**src/rtl/psa_pkg.sv**
```systemverilog
// -----------------------------------------------------------------------------
// psa_pkg
// Shared definitions for the packed sub-word adder pipeline:
//   DATA_W_DEF / LANE_W_DEF : default operand and lane widths
//   lane_max / lane_min     : saturation constants for a signed lane of width w
//                             (returned zero-extended to 32 bits, caller truncates)
// -----------------------------------------------------------------------------
package psa_pkg;

    localparam int unsigned DATA_W_DEF = 16;
    localparam int unsigned LANE_W_DEF = 4;

    // Largest positive two's-complement value of a w-bit lane: 0111..1
    function automatic logic [31:0] lane_max(input int unsigned w);
        return (32'd1 << (w - 32'd1)) - 32'd1;
    endfunction

    // Most negative two's-complement value of a w-bit lane: 1000..0
    function automatic logic [31:0] lane_min(input int unsigned w);
        return 32'd1 << (w - 32'd1);
    endfunction

endpackage

```
**src/rtl/psa_pipe_if.sv**
```systemverilog
// -----------------------------------------------------------------------------
// psa_pipe_if
// Bundles the input handshake, operands, output handshake, result and sticky
// error signals of psa_pipe.
//   master : producer/consumer side (drives operands, out_ready, clr_sticky)
//   slave  : the pipeline itself
// -----------------------------------------------------------------------------
interface psa_pipe_if
    import psa_pkg::*;
#(
    parameter int unsigned DATA_W = DATA_W_DEF,
    parameter int unsigned LANE_W = LANE_W_DEF
);
    localparam int unsigned LANES = DATA_W / LANE_W;

    logic              in_valid;
    logic              in_ready;
    logic [DATA_W-1:0] a;
    logic [DATA_W-1:0] b;
    logic              sub;
    logic              sat_en;
    logic              out_valid;
    logic              out_ready;
    logic [DATA_W-1:0] sum;
    logic [LANES-1:0]  lane_ovf;
    logic              error;
    logic              sticky_err;
    logic              clr_sticky;

    modport master (
        output in_valid, a, b, sub, sat_en, out_ready, clr_sticky,
        input  in_ready, out_valid, sum, lane_ovf, error, sticky_err
    );

    modport slave (
        input  in_valid, a, b, sub, sat_en, out_ready, clr_sticky,
        output in_ready, out_valid, sum, lane_ovf, error, sticky_err
    );

endinterface

```
**src/rtl/psa_lane.sv**
```systemverilog
// -----------------------------------------------------------------------------
// psa_lane
// One signed LANE_W-bit add/subtract lane with overflow detect and optional
// saturation. Purely combinational.
//   a, b   : lane operands (two's complement)
//   sub    : 0 = a+b, 1 = a-b
//   sat_en : 1 = clamp on overflow, 0 = wrap
//   res    : lane result
//   ovf    : true signed overflow of a op b
// -----------------------------------------------------------------------------
module psa_lane
    import psa_pkg::*;
#(
    parameter int unsigned LANE_W = LANE_W_DEF
) (
    input  logic [LANE_W-1:0] a,
    input  logic [LANE_W-1:0] b,
    input  logic              sub,
    input  logic              sat_en,
    output logic [LANE_W-1:0] res,
    output logic              ovf
);

    localparam logic [LANE_W-1:0] SAT_MAX = LANE_W'(lane_max(LANE_W));
    localparam logic [LANE_W-1:0] SAT_MIN = LANE_W'(lane_min(LANE_W));

    logic [LANE_W:0] a_ext_s;
    logic [LANE_W:0] b_ext_s;
    logic [LANE_W:0] full_s;

    // One extra sign bit makes the exact result representable; overflow is
    // when the top two bits disagree, and the top bit gives the true sign.
    always_comb begin
        a_ext_s = {a[LANE_W-1], a};
        b_ext_s = {b[LANE_W-1], b};
        if (sub) begin
            full_s = a_ext_s - b_ext_s;
        end else begin
            full_s = a_ext_s + b_ext_s;
        end
        ovf = full_s[LANE_W] ^ full_s[LANE_W-1];
        if (ovf && sat_en) begin
            if (full_s[LANE_W]) begin
                res = SAT_MIN;
            end else begin
                res = SAT_MAX;
            end
        end else begin
            res = full_s[LANE_W-1:0];
        end
    end

endmodule

```
**src/rtl/psa_pipe.sv**
```systemverilog
// -----------------------------------------------------------------------------
// psa_pipe
// Two-stage valid/ready pipeline performing independent signed add/subtract
// on LANES = DATA_W/LANE_W packed sub-words (lane 0 in the LSBs).
//   clk : clock, rising edge
//   rst : asynchronous active-high reset, discards everything in flight
//   bus : psa_pipe_if slave modport
//         in_valid/in_ready, a, b, sub, sat_en   -> operand side (S1 capture)
//         out_valid/out_ready, sum, lane_ovf,    -> result side (S2 holds)
//         error, sticky_err, clr_sticky
// -----------------------------------------------------------------------------
module psa_pipe
    import psa_pkg::*;
#(
    parameter int unsigned DATA_W = DATA_W_DEF,
    parameter int unsigned LANE_W = LANE_W_DEF
) (
    input  logic       clk,
    input  logic       rst,
    psa_pipe_if.slave  bus
);

    localparam int unsigned LANES = DATA_W / LANE_W;

    // Stage 1: captured operands
    logic              s1_valid_q, s1_valid_d;
    logic [DATA_W-1:0] s1_a_q,     s1_a_d;
    logic [DATA_W-1:0] s1_b_q,     s1_b_d;
    logic              s1_sub_q,   s1_sub_d;
    logic              s1_sat_q,   s1_sat_d;
    // Stage 2: computed result
    logic              s2_valid_q, s2_valid_d;
    logic [DATA_W-1:0] s2_sum_q,   s2_sum_d;
    logic [LANES-1:0]  s2_ovf_q,   s2_ovf_d;
    logic              s2_err_q,   s2_err_d;
    logic              sticky_q,   sticky_d;

    logic              s2_adv_s;
    logic              s1_adv_s;
    logic              in_ready_s;
    logic              in_acc_s;
    logic              out_acc_s;
    logic [DATA_W-1:0] lane_res_s;
    logic [LANES-1:0]  lane_ovf_s;

    // Per-lane arithmetic on the S1 operands
    for (genvar g = 0; g < LANES; g++) begin : g_lane
        psa_lane #(.LANE_W(LANE_W)) u_lane (
            .a      (s1_a_q[g*LANE_W +: LANE_W]),
            .b      (s1_b_q[g*LANE_W +: LANE_W]),
            .sub    (s1_sub_q),
            .sat_en (s1_sat_q),
            .res    (lane_res_s[g*LANE_W +: LANE_W]),
            .ovf    (lane_ovf_s[g])
        );
    end

    // Handshake: S2 may take new data when empty or being drained;
    // S1 may take new data when empty or moving into S2.
    always_comb begin
        s2_adv_s   = !s2_valid_q || bus.out_ready;
        s1_adv_s   = s1_valid_q && s2_adv_s;
        in_ready_s = !s1_valid_q || s2_adv_s;
        in_acc_s   = bus.in_valid && in_ready_s;
        out_acc_s  = s2_valid_q && bus.out_ready;
    end

    // Next-state for both stages and the sticky flag
    always_comb begin
        s1_valid_d = s1_valid_q;
        s1_a_d     = s1_a_q;
        s1_b_d     = s1_b_q;
        s1_sub_d   = s1_sub_q;
        s1_sat_d   = s1_sat_q;
        s2_valid_d = s2_valid_q;
        s2_sum_d   = s2_sum_q;
        s2_ovf_d   = s2_ovf_q;
        s2_err_d   = s2_err_q;

        if (in_acc_s) begin
            s1_valid_d = 1'b1;
            s1_a_d     = bus.a;
            s1_b_d     = bus.b;
            s1_sub_d   = bus.sub;
            s1_sat_d   = bus.sat_en;
        end else if (s1_adv_s) begin
            s1_valid_d = 1'b0;
        end else begin
            s1_valid_d = s1_valid_q;
        end

        if (s1_adv_s) begin
            s2_valid_d = 1'b1;
            s2_sum_d   = lane_res_s;
            s2_ovf_d   = lane_ovf_s;
            s2_err_d   = |lane_ovf_s;
        end else if (out_acc_s) begin
            s2_valid_d = 1'b0;
        end else begin
            s2_valid_d = s2_valid_q;
        end

        // Setting on a consumed overflowing result takes priority over clear
        if (out_acc_s && s2_err_q) begin
            sticky_d = 1'b1;
        end else if (bus.clr_sticky) begin
            sticky_d = 1'b0;
        end else begin
            sticky_d = sticky_q;
        end
    end

    // State registers with asynchronous reset
    always_ff @(posedge clk or posedge rst) begin
        if (rst) begin
            s1_valid_q <= 1'b0;
            s1_a_q     <= {DATA_W{1'b0}};
            s1_b_q     <= {DATA_W{1'b0}};
            s1_sub_q   <= 1'b0;
            s1_sat_q   <= 1'b0;
            s2_valid_q <= 1'b0;
            s2_sum_q   <= {DATA_W{1'b0}};
            s2_ovf_q   <= {LANES{1'b0}};
            s2_err_q   <= 1'b0;
            sticky_q   <= 1'b0;
        end else begin
            s1_valid_q <= s1_valid_d;
            s1_a_q     <= s1_a_d;
            s1_b_q     <= s1_b_d;
            s1_sub_q   <= s1_sub_d;
            s1_sat_q   <= s1_sat_d;
            s2_valid_q <= s2_valid_d;
            s2_sum_q   <= s2_sum_d;
            s2_ovf_q   <= s2_ovf_d;
            s2_err_q   <= s2_err_d;
            sticky_q   <= sticky_d;
        end
    end

    assign bus.in_ready   = in_ready_s;
    assign bus.out_valid  = s2_valid_q;
    assign bus.sum        = s2_sum_q;
    assign bus.lane_ovf   = s2_ovf_q;
    assign bus.error      = s2_err_q;
    assign bus.sticky_err = sticky_q;

endmodule

```
**src/flat_wrapper.sv**
```systemverilog
// flat-port wrapper written by rule: the top's interface ports become plain ports
module psa_pipe_flat import psa_pkg::*;
#(
    parameter int unsigned DATA_W = DATA_W_DEF,
    parameter int unsigned LANE_W = LANE_W_DEF
)
  (clk, rst, bus_in_valid, bus_a, bus_b, bus_sub, bus_sat_en, bus_out_ready, bus_clr_sticky, bus_in_ready, bus_out_valid, bus_sum, bus_lane_ovf, bus_error, bus_sticky_err);
  psa_pipe_if #(.DATA_W(DATA_W), .LANE_W(LANE_W)) bus_i ();
  input  logic clk;
  input  logic rst;
  input wire logic [$bits(bus_i.in_valid)-1:0] bus_in_valid;
  input wire logic [$bits(bus_i.a)-1:0] bus_a;
  input wire logic [$bits(bus_i.b)-1:0] bus_b;
  input wire logic [$bits(bus_i.sub)-1:0] bus_sub;
  input wire logic [$bits(bus_i.sat_en)-1:0] bus_sat_en;
  input wire logic [$bits(bus_i.out_ready)-1:0] bus_out_ready;
  input wire logic [$bits(bus_i.clr_sticky)-1:0] bus_clr_sticky;
  output wire logic [$bits(bus_i.in_ready)-1:0] bus_in_ready;
  output wire logic [$bits(bus_i.out_valid)-1:0] bus_out_valid;
  output wire logic [$bits(bus_i.sum)-1:0] bus_sum;
  output wire logic [$bits(bus_i.lane_ovf)-1:0] bus_lane_ovf;
  output wire logic [$bits(bus_i.error)-1:0] bus_error;
  output wire logic [$bits(bus_i.sticky_err)-1:0] bus_sticky_err;
  assign bus_i.in_valid = bus_in_valid;
  assign bus_i.a = bus_a;
  assign bus_i.b = bus_b;
  assign bus_i.sub = bus_sub;
  assign bus_i.sat_en = bus_sat_en;
  assign bus_i.out_ready = bus_out_ready;
  assign bus_i.clr_sticky = bus_clr_sticky;
  assign bus_in_ready = bus_i.in_ready;
  assign bus_out_valid = bus_i.out_valid;
  assign bus_sum = bus_i.sum;
  assign bus_lane_ovf = bus_i.lane_ovf;
  assign bus_error = bus_i.error;
  assign bus_sticky_err = bus_i.sticky_err;
  psa_pipe #(.DATA_W(DATA_W), .LANE_W(LANE_W)) u_core (.clk(clk), .rst(rst), .bus(bus_i));
endmodule
```
**config.mk**
```make
export PLATFORM = sky130hd
export DESIGN_NAME = psa_pipe_flat
export DESIGN_NICKNAME = d
export VERILOG_FILES = /design/src/rtl/psa_pkg.sv /design/src/rtl/psa_pipe_if.sv /design/src/rtl/psa_lane.sv /design/src/rtl/psa_pipe.sv /design/src/flat_wrapper.sv
export SDC_FILE = /design/constraint.sdc
export NUM_CORES = 1
export LEC_CHECK = 0
export ABC_AREA = 1
export BUFFER_PORTS_ARGS = -buffer_cell sky130_fd_sc_hd__buf_2
export CAP_MARGIN = 10
export CELL_PAD_IN_SITES_DETAIL_PLACEMENT = 1
export CELL_PAD_IN_SITES_GLOBAL_PLACEMENT = 2
export CORE_ASPECT_RATIO = 0.6
export CORE_MARGIN = 10
export CORE_UTILIZATION = 35
export DETAILED_ROUTE_END_ITERATION = 16
export PLACE_DENSITY_LB_ADDON = 0.1
export RECOVER_POWER = 100
export SLEW_MARGIN = 20
export SYNTH_ARGS = -nofsm -noshare
export SYNTH_HDL_FRONTEND = slang
export SYNTH_SLANG_ARGS = --single-unit
```
**constraint.sdc**
```tcl
create_clock -name clk -period 4.2 [get_ports clk]
set_input_delay 0.84 -clock clk [delete_from_list [all_inputs] [get_ports clk]]
set_output_delay 0.84 -clock clk [all_outputs]
set_load 0.03 [all_outputs]
```
# After elaboration in Yosys (flattened, before gate mapping)
# Index checks and enable logic that the tools add are counted.
dict set report word_totals {
  wordCells 56
  output_inout_bits 24
  ff_bits 58
  input_bits 39
}
dict set report classes {
  add_sub_neg 8
  mux 18
  n_reduce_logical 16
  n_bitwise 4
}
# operator n
set op_table {}
lappend op_table {{$mux W4} 8}
lappend op_table {{$add A4 B4 Y5} 4}
lappend op_table {{$mux W5} 4}
lappend op_table {{$sub A4 B4 Y5} 4}
lappend op_table {{$logic_and A1 B1 Y1} 8}
lappend op_table {{$mux W1} 6}
lappend op_table {{$reduce_bool A2 Y1} 3}
lappend op_table {{$reduce_or A4 Y1} 1}
lappend op_table {{$xor A1 B1 Y1} 4}
lappend op_table {{$logic_not A1 Y1} 2}
lappend op_table {{$logic_or A1 B1 Y1} 2}

# Longest topological paths before layout
# Gate-level depths: netlist of run 1.
dict set report depth {
  word_depth 5
  ltp_mapped 17
  ltp_nobuf 17
}

# Modules after synthesis
# A second synthesis of run 1 with hierarchy kept.
dict set report hier_totals {
  hier_cells 519
  area_unflattened_um2 3817.4
}
# mod area_per_inst_um2 cells_per_inst seq_area_each_um2 n_inst
set by_module_without_submodules {}
lappend by_module_without_submodules {psa_pipe 2301.0 251 1451.4 1}
lappend by_module_without_submodules {{psa_lane at u_core.g_lane[0].u_lane ...} 377.9 67 0.0 3}
lappend by_module_without_submodules {{psa_lane at u_core.g_lane[2].u_lane} 382.9 67 0.0 1}

# Worst setup path before layout of run 1
# Ideal clock, no wire load.
dict set report synth_timing {
  path_type {reg-to-reg}
  startpoint {register u_core.s1_sub_q}
  endpoint {register u_core.s2_err_q, in the netlist u_core.bus.error}
  n_path_buf 2
  arrival_time_ps 2129
  period_less_slack_ps 2246
  path_stages_with_launch 17
  path_slack_ps 1954
  setup_ps 118
  cell_sequence {dfrtp_1 -> buf_6 -> clkbuf_1 -> a31oi_1 -> xor2_1 -> inv_1 -> ha_1 -> nand2_1 -> nand2_1 -> a21oi_1 -> nand3_1 -> nand2_1 -> nand2_1 -> nand2_1 -> nand3_1 -> nor2_1 -> nor2_1}
}
dict set report synth_via {
  elab_chain_len 3
}
# item line
set synth_rtl {}
lappend synth_rtl {{from (decl)} psa_pipe.sv:29} ;# logic s1_sub_q, s1_sub_d;
lappend synth_rtl {{from (signal assigned)} psa_pipe.sv:130} ;# s1_sub_q <= s1_sub_d;
lappend synth_rtl {{$mux W5} psa_lane.sv:36} ;# if (sub) begin
lappend synth_rtl {{$xor A1 B1 Y1} psa_lane.sv:41} ;# ovf = full_s[LANE_W] ^ full_s[LANE_W-1];
lappend synth_rtl {{$reduce_or A4 Y1 (*)} psa_pipe.sv:96} ;# s2_err_d = |lane_ovf_s;
lappend synth_rtl {{to (signal assigned)} psa_pipe.sv:135} ;# s2_err_q <= s2_err_d;
lappend synth_rtl {{to (decl)} psa_pipe.sv:35} ;# logic s2_err_q, s2_err_d;
# Mark *: on every way between the ends. The rest lies on a longest branch, timed or not.
# A chain may end at the register's enable or synchronous reset.

# Final worst setup path of run 1
# Ends and elaborated chain as after synthesis.

==> results of run 1 <==
-- report_power, final --
part / switching [mW] / internal (mW) / total (mW) / leakage, nW
clock: 0.251 / 0.503 / 0.754 / 0.152
combinational: 0.850 / 0.396 / 1.25 / 1.30
sequential: 0.124 / 0.717 / 0.841 / 0.657
-- sequential cells by signal, summed over array words and instances, names as in the netlist --
| register | flops |
|---|---|
| u_core.s1_b_q | 16 |
| u_core.s1_valid_q | 1 |
| u_core.bus.sticky_err | 1 |
| u_core.s1_sub_q | 1 |
| u_core.s1_sat_q | 1 |
| u_core.bus.out_valid | 1 |
| u_core.s1_a_q | 16 |
| u_core.bus.sum | 16 |
| u_core.bus.error | 1 |
| u_core.bus.lane_ovf | 4 |
-- cell usage after synthesis --
master,n
buf_4,1
buf_1,1
buf_6,1
clkinv_1,1
ha_1,20
fa_1,4
inv_2,1
nand2_2,5
nand2_1,90
inv_1,53
nand3b_1,2
buf_2,4
o21ai_0,10
nand3_2,7
a22oi_1,4
nand3_1,29
dfrtp_1,58
mux2_2,15
o21a_1,1
nor2_4,1
nor2_1,49
xor2_1,8
clkbuf_1,4
nand4_1,3
a21oi_1,39
a31oi_1,7
-- metal layers --
metal / global-route usage / wire [um] / vias to the layer above
met5: 0 / 0 / -
met4: 0.0339 / 85 / 0
met3: 0.0436 / 343 / 12
met2: 0.208 / 4150 / 38
met1: 0.170 / 4580 / 1421
li1: - / - / 1481
-- area by class of cell --
type                    count  area share
clock buffers              13      0.0660
multi-input cells         294       0.411
well taps                 130      0.0397
clock inverters             2     0.00855
flip-flops and latches     58       0.354
inverters                  55      0.0504
repair buffers             64      0.0702
-- stage by stage --
| stage | cells | area, um^2 | power (mW) | hold slack [ns] |
|---|---|---|---|---|
| 6_report | 616 | 4100 | 2.84 | 0.504 |
| 3_3_place_gp | 601 | 3850 | 2.11 | 0.480 |
| 5_1_grt | 616 | 4100 | 3.10 | 0.530 |
| 4_1_cts | 616 | 4160 | 2.93 | 0.503 |
| 2_1_floorplan | 418 | 3420 | 1.79 | 0.484 |
| 3_5_place_dp | 601 | 3850 | 2.15 | 0.493 |
-- final timing paths --
| check | startpoint | to | slack (ns) | depth (start not counted) |
|---|---|---|---|---|
| min in group asynchronous | rst | u_core.s1_b_q[3] | 1.02 | 2 |
| worst min-delay path | u_core.bus.sum[7] | u_core.bus.sum[7] | 0.50 | 2 |
| worst max register to register | u_core.s1_sub_q | u_core.bus.error | 1.36 | 10 |
| worst min register to register | u_core.bus.sum[7] | u_core.bus.sum[7] | 0.50 | 2 |
| max in group asynchronous | rst | u_core.s1_b_q[9] | 1.67 | 3 |
| worst max-delay path | u_core.s1_sub_q | u_core.bus.error | 1.36 | 10 |
-- cells in the final DEF, fill, tap and decap left out, drive strengths merged, types with 15 or more instances in the layout --
master and n:
mux2 15, inv 54, nor2 50, ha 20, nand3 36, clkbuf 39
buf 38, a21oi 39, dfrtp 58, nand2 95
-- cells by family after synthesis --
family	after synthesis	share of synthesized area
AO/OA/AOI/OAI	61	0.0954
XOR/XNOR	8	0.0205
multiplexers	15	0.0493
buffers and inverters	66	0.0771
flip-flops	58	0.424
AND/OR/NAND/NOR	186	0.237
adder cells (fa/ha/maj)	24	0.0965
-- critical path: stages, from the launching register on --
cell,delay [ns]
dfrtp_1,0.99
o21ai_0,0.36
fa_1,0.50
a21oi_1,0.21
nand3_1,0.14
nand2_1,0.11
nand2_1,0.08
nand2_1,0.09
nand3_1,0.08
nor2_1,0.09
nor2_1,0.04
==> summary.txt, run 1 <==
Status
  • Status: finished, violations left
  • Failing checks: capacitance limit, slew limit

Layout
  • Layout cell share with drive strength beyond 1: 0.152
  • Area occupied by registers: 1450 um^2
  • Filler instances: around 1200
  • Area of the multi-input gates: 1680 um^2
  • Area Overhead vs Synth: 19.7%
  • # nets final: 545
  • Final core occ: 0.438
  • # diodes: 0

Critical path
  • Worst Path Class, Setup: reg -> reg
  • Crit path max fanout: 29
  • Worst endpoint required time: 4.41 ns
  • Critical Path End Type: flop
  • Data arrival, critical path: 3.05 ns
  • Startpoint types: flop

Global route
  • First-pass GRT wire length: roughly 16000 um
  • Initial antenna violation count: 0
  • Number of global-route vias before repair: ~3100
  • Total grt overflow: 0
  • Pin count of the biggest net entering global routing: 49
  • Tot GR Track Use: 0.132

Drt
  • Routed len/inst: 14.9 um
  • WL final: a little over 9000 um
  • Post-route DRC: 0
  • Antenna-violating nets left: 0
  • Vias: 2952
  • Vias per cell: 4.79
  • Iter 0 DRT Violations: 64
  • First-pass iteration count of the detailed router: 4

STA
  • Final worst path period need: 2.84 ns
  • Actual slew at the worst max-slew pin: about 1.7 ns
  • Fin Clk Skew: around 0.0084 ns
  • RSZ-0062 raised after global routing: no
  • Endpoints failing setup: 0
  • Setup_tns: 0 ns
  • Slew HR: -0.169
  • Slew Limit Fails: 93
  • Tcrit/Tclk final: 0.677
  • F_max: 352 MHz
  • Final hold violations: 0
  • Slack of the critical path: 1.36 ns

Die
  • # IOs: 63
  • Initial Util: 0.366
  • Die area: 14300 um^2
  • Die H: 96.6 um
  • Die Width: 148 um
  • Core area: 9360 um^2
  • # rows: 27

Logic synthesis
  • Yosys top cell area share: 0.424
  • Synthesized Nets: 481
  • Top cells by area, synth: dfrtp_1 42%, nand2_1 9.9%, ha_1 7.3%
  • Synthesized area: between 3000 and 4000 um^2
  • Avg Inst Size Synth: slightly above 8 um^2
  • Syn Inst Count: between 400 and 500
  • Ys Warns: 0
  • #FFs+latches synth: 58
  • Distinct cell type count after synthesis: 26
  • Yosys top cell by area: dfrtp_1
  • Post-synthesis sequential area ratio: 0.424

CTS
  • CTS-repair resized insts: 0
  • CTS buffer count: 9
  • H-tree levels: 3
  • CTS root buf: clkbuf_16
  • Worst-Skew Late Latency: about 0.33 ns
  • Clk slew on worst S/H paths: 0.05 ns
  • CTS tree: done
  • Sink Count: 58
  • Bufs on Longest Clock Path: 2
  • Post-CTS Setup Inserts: 0
  • Post-CTS Hold Buffers: 0

Placed design
  • Gpl congestion: 0.766
  • Buffers on Ports: 62
  • Placement Setup Slack: 1.34 ns
  • HPWL after DPL: 6970 um

Hold path
  • Hold Crit Class: reg -> reg

Power and ir drop
  • PwrDens: 693 nW/um^2
  • Peak VDD IR: 0.230 mV
  • Static leakage: 2.11 nW

Run
  • Max-cap violations: 2
(Power assumes the default switching activity.)
==> run 2: changes to the inputs <==
ABC_AREA = 0   (was 1)
CORE_UTILIZATION = 36   (was 35)
clock period = 2.7 ns   (was 4.2 ns; I/O delays follow)
==> summary.txt, run 2 <==
CTS
  • Sink Count: 58 (unchanged)
  • CTS buffer count: 9 (unchanged)
  • CTS tree: done
  • CTS root buf: clkbuf_16
  • Bufs on Longest Clock Path: 2 (unchanged)
  • H-tree levels: 3 (unchanged)
  • Worst-Skew Late Latency: 0.32 ns (about the same)
  • Clk slew on worst S/H paths: 0.05 ns (about the same)

Hold path
  • Hold Crit Class: in -> reg
  • Hold Crit Start: bus_clr_sticky

Drt
  • Iter 0 DRT Violations: 33 (-48%)
  • Post-route DRC: 0 (unchanged)
  • Antenna-violating nets left: 0 (unchanged)
  • First-pass iteration count of the detailed router: 4 (unchanged)
  • Vias: 2369 (-20%)
  • Routed len/inst: 16.0 um (+7.4%)
  • Vias per cell: 4.82 (+0.68%)
  • WL final: 7840 um (-14%)

STA
  • Setup_tns: 0 ns (unchanged)
  • Slew HR: 0.240 (+0.409)
  • F_max: 398 MHz (+13%)
  • Tcrit/Tclk final: 0.931 (+0.254)
  • Final worst path period need: 2.51 ns (-0.329 ns)
  • Slew Limit Fails: 0 (-100%)
  • Actual slew at the worst max-slew pin: 1.14 ns (-0.609 ns)
  • Endpoints failing setup: 0 (unchanged)
  • Fin Clk Skew: 0.00649 ns (-0.00195 ns)
  • Final hold violations: 0 (unchanged)
  • Slack of the critical path: 0.187 ns (-1.17 ns)

Layout
  • # diodes: 0 (unchanged)
  • Layout cell share with drive strength beyond 1: 0.322 (+0.170)
  • Most common cell after layout, fill and taps aside: dfrtp_1
  • Commonest cells after routing, fill and taps aside: 58 x dfrtp_1, 38 x buf_2, 34 x mux2_2
  • # nets final: 439 (-19%)
  • Area Overhead vs Synth: 25.1%
  • Filler instances: 981 (-18%)

Critical path
  • Crit path max fanout: 5 (-83%)
  • Worst endpoint required time: 2.90 ns (-1.51 ns)
  • FF-to-FF setup slack: 0.19 ns (-1.17 ns)
  • Crit. Startpoint: u_core.s1_b_q[5]
  • Critical Path End Type: flop
  • Startpoint types: flop
  • Data arrival, critical path: 2.71 ns (-0.34 ns)
  • Worst Path Class, Setup: reg -> reg
  • R2r startpoint: u_core.s1_b_q[5]

Logic synthesis
  • Post-synth EDFFs: 0 (unchanged)
  • Synth async-reset ratio: 1.00 (unchanged)
  • Count leader, synth: dfrtp_1
  • Synth Flop Type: dfrtp_1
  • Synthesized Nets: 361 (-25%)
  • Synthesized area: 3310 um^2 (-3.3%)
  • Yosys top cell area share: 0.438 (+0.0146)
  • Top cells by area, synth: dfrtp_1 44%, mux2_2 12%, ha_1 7.6%
  • Avg Inst Size Synth: 11.1 um^2 (+36%)
  • Yosys top cell by area: dfrtp_1
  • #FFs+latches synth: 58 (unchanged)
  • Synth cell count leaders: 58 x dfrtp_1, 34 x mux2_2, 23 x nand2_1
  • Ys Warns: 0 (unchanged)
  • Post-synthesis sequential area ratio: 0.438 (+0.0146)
  • Distinct cell type count after synthesis: 36 (+38%)
  • Syn Inst Count: 298 (-29%)

Placed design
  • Buffers on Ports: 62 (unchanged)
  • HPWL after DPL: 6080 um (-13%)
  • Gpl congestion: 0.753 (-1.7%)
  • Placement Setup Slack: -0.0381 ns (-1.37 ns)

Die
  • Die Width: 144 um (-2.6%)
  • # rows: 26 (-3.7%)
  • Die area: 13600 um^2 (-5.0%)
  • Die H: 94.3 um (-2.4%)
  • Initial Util: 0.380 (+0.0138)
  • # IOs: 63 (unchanged)
  • Core area: 8720 um^2 (-6.8%)

Global route
  • Pin count of the biggest net entering global routing: 36 (-27%)
  • Initial antenna violation count: 0 (unchanged)
  • Number of global-route vias before repair: 2566 (-17%)
  • Total grt overflow: 0 (unchanged)
  • First-pass GRT wire length: 13000 um (-17%)
  • Tot GR Track Use: 0.123 (-0.00912)

Power and ir drop
  • Clock power frac: 0.219 (-0.046)
  • Peak VDD IR: 0.386 mV (+68%)
  • PwrDens: 1110 nW/um^2 (+60%)
  • Static leakage: 1.89 nW (-10%)
  • Net load switching power: 1.87 mW (+53%)
  • Internal: 2.71 mW (+68%)
  • Logic pwr share: 0.501 (+0.062)
  • Seq pwr share: 0.280 (-0.016)
  • Sw frac: 0.408 (-0.0230)

Status
  • Status: finished, final reports clean

Run
  • Max-cap violations: 0 (-2)
run 2: cell count changes in the layout (fill, tap and decap cells not counted), moves of 19 or more:
cell / delta
a21oi_1: -23
nor2_1: -39
nand3_1: -32
inv_1: -35
nand2_1: -69
mux2_2: +19
run 2: repair_timing:
action / in CTS / in global routing
resized for setup: 2 / 16
pin swaps: 0 / 3
hold endpoints to repair: 0 / 0
gates cloned: 0 / 0
endpoints found under the setup margin: 6 / 8
hold buffers: 0 / 0
setup buffers: 0 / 2
run 2: cell families after synthesis:
family                   after synthesis  synth area share
adder cells (fa/ha/maj)               24            0.0998
buffers and inverters                 30            0.0363
AND/OR/NAND/NOR                       56            0.0801
AO/OA/AOI/OAI                         61             0.120
XOR/XNOR                              28            0.0888
multiplexers                          41             0.137
flip-flops                            58             0.438
run 2: final timing paths:
path / end / cells past startpoint
setup / recovery: u_core.bus.error / 9
hold / removal: u_core.bus.sticky_err / 2
setup reg to reg: u_core.bus.error / 9
hold reg to reg: u_core.bus.sum[1] / 2
max in group asynchronous: u_core.s1_a_q[2] / 3
min in group asynchronous: u_core.bus.sticky_err / 2
run 2: worst max-delay path: stages (launching register included):
cell     delay [ns]
dfrtp_1        0.34
inv_1          0.05
ha_1           0.28
mux2i_2        0.09
fa_1           0.43
a21o_1         0.19
a21oi_2        0.14
xnor2_1        0.24
xor2_2         0.21
o41a_1         0.42
run 2: cell type report:
| type | count | area, um^2 | share of cell area |
|---|---|---|---|
| Clock buffer | 14 | 254 | 0.0613 |
| Inverter | 20 | 75.1 | 0.0181 |
| Multi-Input combinational cell | 210 | 1830 | 0.441 |
| Sequential cell | 58 | 1450 | 0.350 |
| Tap cell | 112 | 140 | 0.0338 |
| Timing Repair Buffer | 77 | 395 | 0.0955 |
run 2: per-layer routing:
metal,track usage,up-vias,routed length (um)
met1,0.161,1143,3910
met5,0,-,0
li1,-,1172,-
met4,0.0533,0,114
met3,0.0389,13,413
met2,0.182,41,3400
run 2: metrics by stage:
stage / total power [mW] / hold slack, ns / util / cell area (um^2) / std cells
after floorplan: 2.85 / 0.471 / - / 3310 / 298
after global placement: 3.45 / 0.461 / 0.440 / 3840 / 475
after detailed placement: 3.50 / 0.467 / 0.440 / 3840 / 475
after CTS: 4.58 / 0.287 / 0.471 / 4110 / 489
after global routing: 4.96 / 0.407 / 0.475 / 4140 / 491
final: 4.58 / 0.396 / 0.475 / 4140 / 491
run 2: power by group through the flow:
stage	Clock [mW]	Sequential (mW)	Combinational [mW]
CTS	1.04	1.29	2.25
floorplan	0	1.55	1.30
finish	1.00	1.28	2.30
global route	1.08	1.32	2.56
global placement	0	1.29	2.16
detailed placement	0	1.30	2.20
==> run 3: changes to the inputs <==
REMOVE_ABC_BUFFERS = 1   (was not set)
==> summary.txt, run 3 (synthesis gave the netlist of run 2 again) <==
STA
  • Slack of the critical path: 0.133 ns (-0.0546 ns)
  • Final hold violations: 0 (unchanged)
  • Slew HR: 0.165 (-0.0746)
  • F_max: 390 MHz (-2.1%)
  • Fin Clk Skew: 0.00576 ns (-0.000725 ns)
  • Final worst path period need: 2.57 ns (+0.0546 ns)
  • Setup_tns: 0 ns (unchanged)
  • Actual slew at the worst max-slew pin: 1.25 ns (+0.112 ns)
  • Tcrit/Tclk final: 0.951 (+0.0202)
  • Slew Limit Fails: 0 (unchanged)
  • Endpoints failing setup: 0 (unchanged)

CTS
  • CTS root buf: clkbuf_16
  • Post-CTS Hold Buffers: 0 (unchanged)
  • CTS buffer count: 9 (unchanged)
  • Worst-Skew Late Latency: 0.33 ns (about the same)
  • CTS tree: done
  • Sink Count: 58 (unchanged)
  • Bufs on Longest Clock Path: 2 (unchanged)
  • Clk slew on worst S/H paths: 0.05 ns (about the same)
  • H-tree levels: 3 (unchanged)

Power and ir drop
  • Static leakage: 1.97 nW (+3.8%)
  • Seq pwr share: 0.266 (-0.014)
  • Logic pwr share: 0.491 (-0.010)
  • Clock power frac: 0.243 (+0.024)
  • Power Total: 4.82 mW (+5.2%)
  • Net load switching power: 1.95 mW (+4.0%)
  • Internal: 2.88 mW (+6.1%)
  • PwrDens: 1130 nW/um^2 (+2.5%)
  • Sw frac: 0.403 (-0.00485)
  • Peak VDD IR: 0.445 mV (+15%)

Global route
  • Tot GR Track Use: 0.133 (+0.0103)
  • Number of global-route vias before repair: 2642 (+3.0%)
  • Pin count of the biggest net entering global routing: 23 (-36%)
  • Initial antenna violation count: 0 (unchanged)
  • First-pass GRT wire length: 13900 um (+7.1%)
  • Total grt overflow: 0 (unchanged)

Critical path
  • Worst Path Class, Setup: reg -> reg
  • FF-to-FF setup slack: 0.13 ns (-0.05 ns)
  • CP delay by family, top: adder cells
  • Startpoint types: flop
  • CP cell instances: inv_1 > ha_1 > mux2i_2 > fa_1 > a21o_1 > a21oi_2 > xnor2_2 > xor2_1 > buf_4 > o41a_1
  • Buffer and inverter count on the worst path: 2 (+1)
  • Slowest CP cell: fa_1
  • Max stage delay on crit path: 0.43 ns (about the same)
  • Data arrival, critical path: 2.78 ns (+0.07 ns)
  • Crit path max fanout: 4 (-1)
  • Worst endpoint required time: 2.91 ns (about the same)
  • Critical Path End Type: flop

Layout
  • Layout cell share with drive strength beyond 1: 0.350 (+0.0285)
  • Commonest cells after routing, fill and taps aside: 57 x dfrtp_1, 38 x buf_2, 34 x mux2_2
  • Area Overhead vs Synth: 28.4%
  • Final Instance Area: 4250 um^2 (+2.6%)
  • # nets final: 449 (+2.3%)
  • # diodes: 0 (unchanged)
  • Final std cells w/o fill: 503 (+2.4%)
  • Most common cell after layout, fill and taps aside: dfrtp_1

Placed design
  • HPWL after DPL: 6640 um (+9.3%)
  • Dpl cells: 482 (+1.5%)
  • Post-DP Area: 3870 um^2 (+0.72%)
  • Buffers on Ports: 62 (unchanged)
  • Gpl congestion: 0.747 (-0.77%)
  • Placement Setup Slack: -0.285 ns (-0.247 ns)

Die
  • Initial Util: 0.380 (unchanged)
  • Die Width: 144 um (unchanged)
  • # rows: 26 (unchanged)
  • Core area: 8720 um^2 (unchanged)
  • Die area: 13600 um^2 (unchanged)
  • # IOs: 63 (unchanged)
  • Die H: 94.3 um (unchanged)

Drt
  • Antenna-violating nets left: 0 (unchanged)
  • Post-route DRC: 0 (unchanged)
  • Iter 0 DRT Violations: 84 (+150%)
  • Vias: 2453 (+3.5%)
  • WL final: 8510 um (+8.5%)
  • Routed len/inst: 16.9 um (+5.9%)
  • First-pass iteration count of the detailed router: 4 (unchanged)
  • Vias per cell: 4.88 (+1.1%)

Hold path
  • Hold Crit Class: in -> async

Status
  • Status: finished, final reports clean

Run
  • Max-cap violations: 0 (unchanged)
-- run 3: cell types whose count changed in the layout (fill, tap and decap cells not counted), sizes merged --
cell	previous run	this run
clkinvlp	0	1
bufinv	0	1
clkinv	0	3
clkbuf	41	39
buf	50	59
-- run 3: worst paths after layout --
path | start | end | depth (start not counted)
max reg2reg | u_core.s1_b_q[8] | u_core.bus.error | 10
min in group clk | bus_clr_sticky | u_core.bus.sticky_err | 2
min reg2reg | u_core.bus.sum[3] | u_core.bus.sum[3] | 2
max | u_core.s1_b_q[8] | u_core.bus.error | 10
min | rst | u_core.bus.sum[8] | 2
max in group asynchronous | rst | u_core.s1_sub_q | 3
-- run 3: final cells by class --
cell class                      count  area [um^2]
Fill cell                        1004         4470
Tap cell                          112          140
Multi-Input combinational cell    210         1820
Inverter                           20         75.1
Clock buffer                       11          253
Sequential cell                    58         1450
Timing Repair Buffer               87          453
Clock inverter                      5         52.6
-- run 3: metrics by stage --
| step | hold slack (ns) | utilization |
|---|---|---|
| detailed placement | 0.477 | 0.443 |
| finish | 0.365 | 0.488 |
| floorplan | 0.471 | - |
| global placement | 0.461 | 0.443 |
| CTS | 0.219 | 0.482 |
| global route | 0.385 | 0.488 |
-- run 3: metal layers --
metal	share of wire	up-vias	GRT usage
li1	-	1195	-
met1	0.51	1203	0.178
met2	0.42	45	0.190
met3	0.055	10	0.0510
met4	0.012	0	0.0482
met5	0	-	0
-- run 3: worst register-to-register path: stages, from the launching register on --
cell	delay, ns
dfrtp_1	0.34
inv_1	0.05
ha_1	0.31
mux2i_2	0.10
fa_1	0.43
a21o_1	0.19
a21oi_2	0.19
xnor2_2	0.12
xor2_1	0.21
buf_4	0.17
o41a_1	0.35
-- run 3: power by group through the flow --
| stage | Sequential, mW | Clock, mW | Combinational (mW) |
|---|---|---|---|
| 6_report | 1.28 | 1.17 | 2.37 |
| 5_1_grt | 1.32 | 1.25 | 2.63 |
| 4_1_cts | 1.29 | 1.20 | 2.31 |
| 3_5_place_dp | 1.30 | 0 | 2.26 |
| 3_3_place_gp | 1.29 | 0 | 2.21 |
| 2_1_floorplan | 1.57 | 0 | 1.27 |
-- run 3: timing repair --
action	4_1_cts	5_1_grt
pin swaps	1	2
buffers inserted	3	2
setup endpoints to repair	10	7
gates resized for setup	4	15
